<file path="config.mk">
export PLATFORM = sky130hd
export DESIGN_NAME = hazard_unit
export DESIGN_NICKNAME = d
export VERILOG_FILES = /design/src/rtl/hazard_unit.sv
export SDC_FILE = /design/constraint.sdc
export NUM_CORES = 1
export LEC_CHECK = 0
export ABC_CLOCK_PERIOD_IN_PS = 6150
export CAP_MARGIN = 10
export CORE_ASPECT_RATIO = 0.5
export CORE_MARGIN = 3
export CORE_UTILIZATION = 45
export DETAILED_ROUTE_END_ITERATION = 10
export PLACE_DENSITY = 0.82
export SETUP_SLACK_MARGIN = 0.15
export SYNTH_ARGS = -nofsm -noshare
export SYNTH_HDL_FRONTEND = slang
export SYNTH_SLANG_ARGS = --single-unit
export TNS_END_PERCENT = 20
</file>
<file path="constraint.sdc">
create_clock -name Clock -period 6.15 [get_ports Clock]
set_input_delay 1.5375 -clock Clock [delete_from_list [all_inputs] [get_ports Clock]]
set_output_delay 1.5375 -clock Clock [all_outputs]
set_load 0.01 [all_outputs]
</file>
<file path="src/rtl/hazard_unit.sv">
// hazard_unit: pipeline hazard controller for a 5-stage MIPS-style core.
// Detects load-use hazards, squashes the fetch slot after jumps and taken
// branches, and optionally stalls the front end for a multi-cycle multiply.
// Optional feature macro: HAZARD_MULT_STALL_EN (multiply stall state + counter).
// Without the macro, ID_Mult is ignored and MULT_BUSY can never be entered.
module hazard_unit #(
  parameter int MULT_CYCLES = 4
) (
  input  logic        Clock,
  input  logic        Reset,
  input  logic [4:0]  ID_RegRs,
  input  logic [4:0]  ID_RegRt,
  input  logic        ID_UsesRt,
  input  logic        ID_Branch,
  input  logic        ID_Jump,
  input  logic        ID_Mult,
  input  logic        EX_MemRead,
  input  logic [4:0]  EX_RegDst,
  input  logic        BranchTaken,
  output logic        PCWrite,
  output logic        IFID_Write,
  output logic        IFID_Flush,
  output logic        IFID_JFlush,
  output logic        IDEX_Flush,
  output logic [1:0]  HazState,
  output logic [15:0] StallCycles
);

  // State encoding is visible on HazState, so the values are fixed.
  localparam logic [1:0] RUN       = 2'b00;
  localparam logic [1:0] BR_WAIT   = 2'b01;
  localparam logic [1:0] J_FLUSH   = 2'b10;
  localparam logic [1:0] MULT_BUSY = 2'b11;

  // Counter reload value; MULT_CYCLES is legal only in 2..15 so it fits 4 bits.
  localparam logic [3:0] MULT_LOAD = 4'(MULT_CYCLES - 1);

  logic [1:0]  r_state;
  logic [1:0]  w_nextState;
  logic        w_loadUse;
  logic        w_multReq;
  logic        w_runPcWrite;
  logic        w_runIfidWrite;
  logic        w_runIdexFlush;
  logic [1:0]  w_runNext;

  // Load-use hazard: a load in EX writes a register the ID instruction reads.
  // Register 0 is hardwired to zero, so it never creates a dependency.
  always_comb begin
    w_loadUse = EX_MemRead && (EX_RegDst != 5'd0) &&
                ((EX_RegDst == ID_RegRs) ||
                 (ID_UsesRt && (EX_RegDst == ID_RegRt)));
  end

`ifdef HAZARD_MULT_STALL_EN
  logic [3:0] r_multCnt;

  // Multiply requests only matter when the stall feature is built in.
  always_comb begin
    w_multReq = ID_Mult;
  end
`else
  logic [4:0] w_unusedMultCfg;

  // Without the feature ID_Mult is dropped; keep it tied off visibly.
  always_comb begin
    w_multReq       = 1'b0;
    w_unusedMultCfg = {ID_Mult, MULT_LOAD};
  end
`endif

  // Normal-flow decision shared by RUN and a not-taken BR_WAIT: a load-use
  // stall wins over every ID decode, then jump, branch, multiply in order.
  always_comb begin
    w_runPcWrite   = 1'b1;
    w_runIfidWrite = 1'b1;
    w_runIdexFlush = 1'b0;
    w_runNext      = RUN;
    if (w_loadUse) begin
      w_runPcWrite   = 1'b0;
      w_runIfidWrite = 1'b0;
      w_runIdexFlush = 1'b1;
      w_runNext      = RUN;
    end else if (ID_Jump) begin
      w_runNext = J_FLUSH;
    end else if (ID_Branch) begin
      w_runNext = BR_WAIT;
    end else if (w_multReq) begin
      w_runNext = MULT_BUSY;
    end
  end

  // Output and next-state decode; reset forces a frozen, flushed pipeline.
  always_comb begin
    PCWrite     = 1'b1;
    IFID_Write  = 1'b1;
    IFID_Flush  = 1'b0;
    IFID_JFlush = 1'b0;
    IDEX_Flush  = 1'b0;
    w_nextState = RUN;
    if (!Reset) begin
      PCWrite     = 1'b0;
      IFID_Write  = 1'b0;
      IFID_Flush  = 1'b1;
      IDEX_Flush  = 1'b1;
      IFID_JFlush = 1'b0;
      w_nextState = RUN;
    end else begin
      case (r_state)
        RUN: begin
          PCWrite     = w_runPcWrite;
          IFID_Write  = w_runIfidWrite;
          IDEX_Flush  = w_runIdexFlush;
          w_nextState = w_runNext;
        end
        BR_WAIT: begin
          if (BranchTaken) begin
            IFID_Flush  = 1'b1;
            w_nextState = RUN;
          end else begin
            PCWrite     = w_runPcWrite;
            IFID_Write  = w_runIfidWrite;
            IDEX_Flush  = w_runIdexFlush;
            w_nextState = w_runNext;
          end
        end
        J_FLUSH: begin
          IFID_Flush  = 1'b1;
          IFID_JFlush = 1'b1;
          w_nextState = RUN;
        end
`ifdef HAZARD_MULT_STALL_EN
        MULT_BUSY: begin
          PCWrite    = 1'b0;
          IFID_Write = 1'b0;
          IDEX_Flush = 1'b1;
          if (r_multCnt == 4'd0) begin
            w_nextState = RUN;
          end else begin
            w_nextState = MULT_BUSY;
          end
        end
`endif
        default: begin
          w_nextState = RUN;
        end
      endcase
    end
  end

  // State register with synchronous active-low reset.
  always_ff @(posedge Clock) begin
    if (!Reset) begin
      r_state <= RUN;
    end else begin
      r_state <= w_nextState;
    end
  end

`ifdef HAZARD_MULT_STALL_EN
  // Multiply countdown: loaded on entry, counts down while busy.
  always_ff @(posedge Clock) begin
    if (!Reset) begin
      r_multCnt <= 4'd0;
    end else if ((r_state != MULT_BUSY) && (w_nextState == MULT_BUSY)) begin
      r_multCnt <= MULT_LOAD;
    end else if ((r_state == MULT_BUSY) && (r_multCnt != 4'd0)) begin
      r_multCnt <= r_multCnt - 4'd1;
    end
  end
`endif

  // Saturating stall counter; reset cycles are not counted.
  always_ff @(posedge Clock) begin
    if (!Reset) begin
      StallCycles <= 16'd0;
    end else if (!PCWrite && (StallCycles != 16'hFFFF)) begin
      StallCycles <= StallCycles + 16'd1;
    end
  end

  assign HazState = r_state;

endmodule

</file>
-- Word level (Yosys, flattened, before mapping)
Index checks and enable logic that the tools add are counted.
- bits in registers: 18
- logic and storage cells: 34
- output and inout bits: 23
- input bits: 23
- add/subtract/negate cells: 1
- muxes and demuxes: 18
- equal/unequal tests: 5
- reductions and logical operators: 8
- operator list (kind ; number):
    16-bit by 1-bit adder with 16-bit output (second input constant) ; 1
    16-bit inequality test (second input constant) ; 1
    1-bit 2-to-1 mux ; 11
    5-bit == test ; 2
    2-bit 2-to-1 mux ; 3
    1-bit one-hot mux with 2 select lines ; 3
    5-bit nonzero test ; 1
    1-bit logical AND ; 4
    2-bit one-hot mux with 2 select lines ; 1
    2-bit by 1-bit == test with 1-bit output (second input constant) ; 1
    2-bit == test (second input constant) ; 1
    2-bit logical NOT ; 1
    1-bit logical NOT ; 1
    1-bit logical OR ; 1

-- Longest topological paths before layout
- word-level depth: 10
- mapped depth: 8
- depth with buffers taken out: 7

-- Worst setup path after synthesis
Ideal clock, no wire load.
- kind: input port to output port
- start: in EX_RegDst[3]
- end: out PCWrite
- path buffers: 1
- arrival time: 2.702 ns
- stages on the path: 5
- setup slack: 1.910 ns
- required time: 4.612 ns
- cell sequence: or4_1 > o21a_1 > nand2_1 > o21a_1 > buf_4
- cells in the longest elaborated chain, start to end: 8
- elaborated cells between the ends (all ways): 11
- classes of those cells: eq/ne: 2; mux: 4; reduce/logical: 5
- ends and longest elaborated chain (what ; line ; source):
    start: declaration ; 18 ; input logic [4:0] EX_RegDst,
    5-bit == test ; 52 ; (ID_UsesRt && (EX_RegDst == ID_RegRt)));
    1-bit logical AND ; 52 ;
    1-bit logical OR ; 51 ; ((EX_RegDst == ID_RegRs) ||
    1-bit logical AND (*) ; 50 ; w_loadUse = EX_MemRead && (EX_RegDst != 5'd0) &&
    1-bit 2-to-1 mux (*) ; n/a ;
    1-bit 2-to-1 mux ; n/a ;
    1-bit one-hot mux with 2 select lines (*) ; n/a ;
    1-bit 2-to-1 mux (*) ; n/a ;
    end: declaration ; 20 ; output logic PCWrite,
Every way passes the cells marked *; elsewhere a longest branch is shown, timed or not.

-- Worst setup path after layout
- start: in EX_RegDst[3]
- end: out PCWrite
- cells in the longest elaborated chain, start to end: 8
- elaborated cells between the ends (all ways): 11
- classes of those cells: eq/ne: 2; mux: 4; reduce/logical: 5
- ends and longest elaborated chain (what ; line ; source):
    5-bit == test ; 52 ;
    1-bit logical AND ; 52 ;
    1-bit logical OR ; 51 ;
    1-bit logical AND (*) ; 50 ;
    1-bit 2-to-1 mux (*) ; 79 ; if (w_loadUse) begin
    1-bit 2-to-1 mux ; 117 ; if (BranchTaken) begin
    1-bit one-hot mux with 2 select lines (*) ; 109 ; case (r_state)
    1-bit 2-to-1 mux (*) ; 101 ; if (!Reset) begin
Marked as above.

==> summary.json <==
{
  "critical_path": {
    "ff2ff_path_depth": 7,
    "r2r_start": "HazState[1]",
    "critPathSlowestCell": "or4_1",
    "critPathKind": "input port to output pin",
    "required_ns": 4.61,
    "critPathArrivalTime_ns": 3.69,
    "critPathMaxFanout": 5,
    "crit_chain": "clkdlybuf4s50_1 > or4_1 > o21a_1 > nand2_1 > o21a_1 > clkdlybuf4s50_1",
    "timing.critical_path.to_type": "output pin",
    "regToRegEndpoint": "StallCycles[4]",
    "slowest_delay_ns": 0.59,
    "regToRegSetupSlack_ns": 3.96,
    "crit_path_start_kind": "input port"
  },
  "routing": {
    "detail_route.wirelength_um": 2990,
    "detail_route.first_pass.iterations": 4,
    "drtAntennaViolNets": 0,
    "routedWlPerCell_um": 13.5,
    "detail_route.vias_per_cell": 5.60,
    "post-route-drc-count": 0,
    "route.vias.total": 1237,
    "first_iter_violations": 92
  },
  "power": {
    "power.density_cell_area_nw_per_um2": 153,
    "worst_ir_drop_vdd_v": 0.0000701,
    "leakagePower_nw": 0.534
  },
  "synth": {
    "synth.avg_cell_area_um2": 8.55,
    "yosys.cell_types.count": 39,
    "ys_seq_area_share_pct": 29.7,
    "seq_cells_post_synth": 18,
    "synth_nets": 169,
    "synthesized_instance_count": 142,
    "synthesis.yosys.warnings": 0,
    "synth_area_um2": 1210
  },
  "min_path": {
    "min-delay-start": "StallCycles[3]",
    "holdPathStages": 2,
    "holdCritPathClass": "flip-flop to flip-flop",
    "worst_hold_path.endpoint": "StallCycles[3]"
  },
  "final_layout": {
    "utilization_pct": 72.5,
    "mostFrequentLayoutCells": "clkdlybuf4s50_1, dfxtp_1, nand2_1, xnor2_1",
    "leading_cell_type_in_the_layout_fill_and_taps_excluded": "clkdlybuf4s50_1",
    "area.growth.synth_to_final_pct": 42.6,
    "antennaDiodeCount": 0,
    "layout-drive-gt1-share_pct": 6.45,
    "finish.instance_area_um2": 1730,
    "final_nets": 214
  },
  "die": {
    "std_cell_rows": 12,
    "ios": 46,
    "fp.dieArea_um2": 3390,
    "die_width_um": 79.4,
    "placeableCoreArea_um2": 2390,
    "initial_utilization_pct": 50.8,
    "die_h_um": 42.7
  },
  "clock_tree": {
    "post_cts.repair.setup_buffers": 0,
    "cts_max_path_buffers": 2,
    "clock_tree.root_cell": "clkbuf_8",
    "tritoncts.num_buffers": 3,
    "cts_resized": 0,
    "holdBufCountCts": 0,
    "cts_tree": "done",
    "htreeDepth": 1,
    "cts.clk_slew.worst_paths_ns": 0.07,
    "cts.sink_count": 18,
    "clk-insertion-delay-late_ns": 0.26
  },
  "place": {
    "gp_routability_congestion": 0.768,
    "cell_area_placed_um2": 1680,
    "post-dp-hpwl_um": 2230,
    "number_of_buffers_inserted_by_port_buffering": 44
  },
  "sta": {
    "fin_worst_skew_ns": 0.00659,
    "grt_setup_unrepaired": "no",
    "worst_hold_slack_ns": 0.503,
    "period_share_pct": 85.0,
    "final-setup-viol-count": 0,
    "finalSetupTns_ns": 0,
    "finalHoldViolCount": 0,
    "finalWorstPathRequiredPeriod_ns": 5.23,
    "worst_margin_pin_slew_ns": 0.491,
    "max-slew-margin-rel_pct": 67.2,
    "drv_slew": 0,
    "clock.fmax_mhz": 191
  },
  "grt": {
    "grt_most_used_layer": "met2",
    "largest_net_degree_at_the_start_of_global_routing": 26,
    "antenna_found_initial": 0,
    "grt_first_pass_wirelength_um": 5130,
    "gr-usage-met3_pct": 4.24,
    "vias_in_the_first_global_route": 1092,
    "global_route.usage.met2_pct": 28.5,
    "grtUsageMet1_pct": 27.4,
    "grt_overflow": 0,
    "grt_util_all_layers_pct": 18.8
  },
  "flow_run": {
    "maxCapViolations": 0
  },
  "status": {
    "outcome": "finished clean"
  }
}
==> area by class of cell <==
class,instances,area (um^2)
Clock buffer,4,55.1
Multi-Input combinational cell,115,808
Timing Repair Buffer,45,448
Fill cell,208,657
Sequential cell,18,360
Inverter,4,15.0
Tap cell,35,43.8
==> flip-flops by register name, indices dropped and copies added (netlist names) <==
register / flops
HazState: 2
StallCycles: 16
==> cells in the mapped netlist (all sizes together) <==
cell      n  area, um^2
and4      3        26.3
o21a      2        15.0
or3       2        12.5
ha        4        50.1
mux2i     6        60.1
nand2    15        58.8
o311ai    1        8.76
nor3      3        15.0
dfxtp    18         360
nor4b     1        15.0
o22ai     1        6.26
nand3     8        40.0
nor4bb    1        10.0
nand2b    6        37.5
o2111ai   1        8.76
and2      1        6.26
o21bai    1        7.51
xnor2    10        87.6
or3b      1        8.76
or4       7        52.6
and2b     1        7.51
o211ai    1        7.51
o31ai     5        37.5
and4b     1        10.0
nor2b     1        13.8
nor2      6        22.5
o41ai     1        8.76
nor4      3        31.3
inv       4        15.0
nand4     7        43.8
o221a     1        11.3
clkbuf    3        11.3
buf       2        18.8
a21oi     8        40.0
o32a      1        22.5
o21ai     5        25.0
==> stage by stage <==
step	power [mW]	worst slack [ns]	std cells
after floorplan	0.145	1.91	142
after global placement	0.169	0.950	217
after detailed placement	0.170	0.932	217
after CTS	0.267	0.914	221
after global routing	0.275	0.813	221
final	0.265	0.925	221
==> cells by family (layout without fill, tap and decap cells) <==
| logic type | Yosys count | after routing | share of synthesized area (%) |
|---|---|---|---|
| compound gates | 28 | 28 | 16.4 |
| xor+xnor | 10 | 10 | 7.22 |
| fa+ha+maj | 4 | 4 | 4.12 |
| buf+inv | 9 | 53 | 3.71 |
| flops | 18 | 18 | 29.7 |
| mux | 6 | 6 | 4.95 |
| simple gates | 67 | 67 | 33.9 |
==> layer usage <==
layer | vias to the layer above | share of wire (%)
met1 | 571 | 49
met5 | - | 0
met4 | 0 | 0.57
met3 | 2 | 5.8
li1 | 626 | -
met2 | 38 | 45
==> power breakdown <==
part	total (mW)	switching, mW	leakage [nW]	internal, mW
Clock	0.0974	0.0404	0.0288	0.0569
Sequential	0.118	0.000870	0.145	0.117
Combinational	0.0490	0.0216	0.360	0.0274
==> worst max-delay path, delay by kind of cell <==
family | cells | cell delay, ns
compound gates | 2 | 0.41
buf+inv | 2 | 1.01
simple gates | 2 | 0.73
==> how the worst max path moves through the flow <==
stage	endpoint	start	slack (ns)	depth (start not counted)
6_report	PCWrite	EX_RegDst[3]	0.92	6
5_1_grt	IFID_Write	EX_RegDst[3]	0.81	6
4_1_cts	PCWrite	EX_RegDst[3]	0.91	6
3_5_place_dp	PCWrite	EX_RegDst[3]	0.93	6
3_3_place_gp	IFID_Write	EX_RegDst[3]	0.95	6
2_1_floorplan	PCWrite	EX_RegDst[3]	1.91	5
Power figures use the tool's default switching activity.
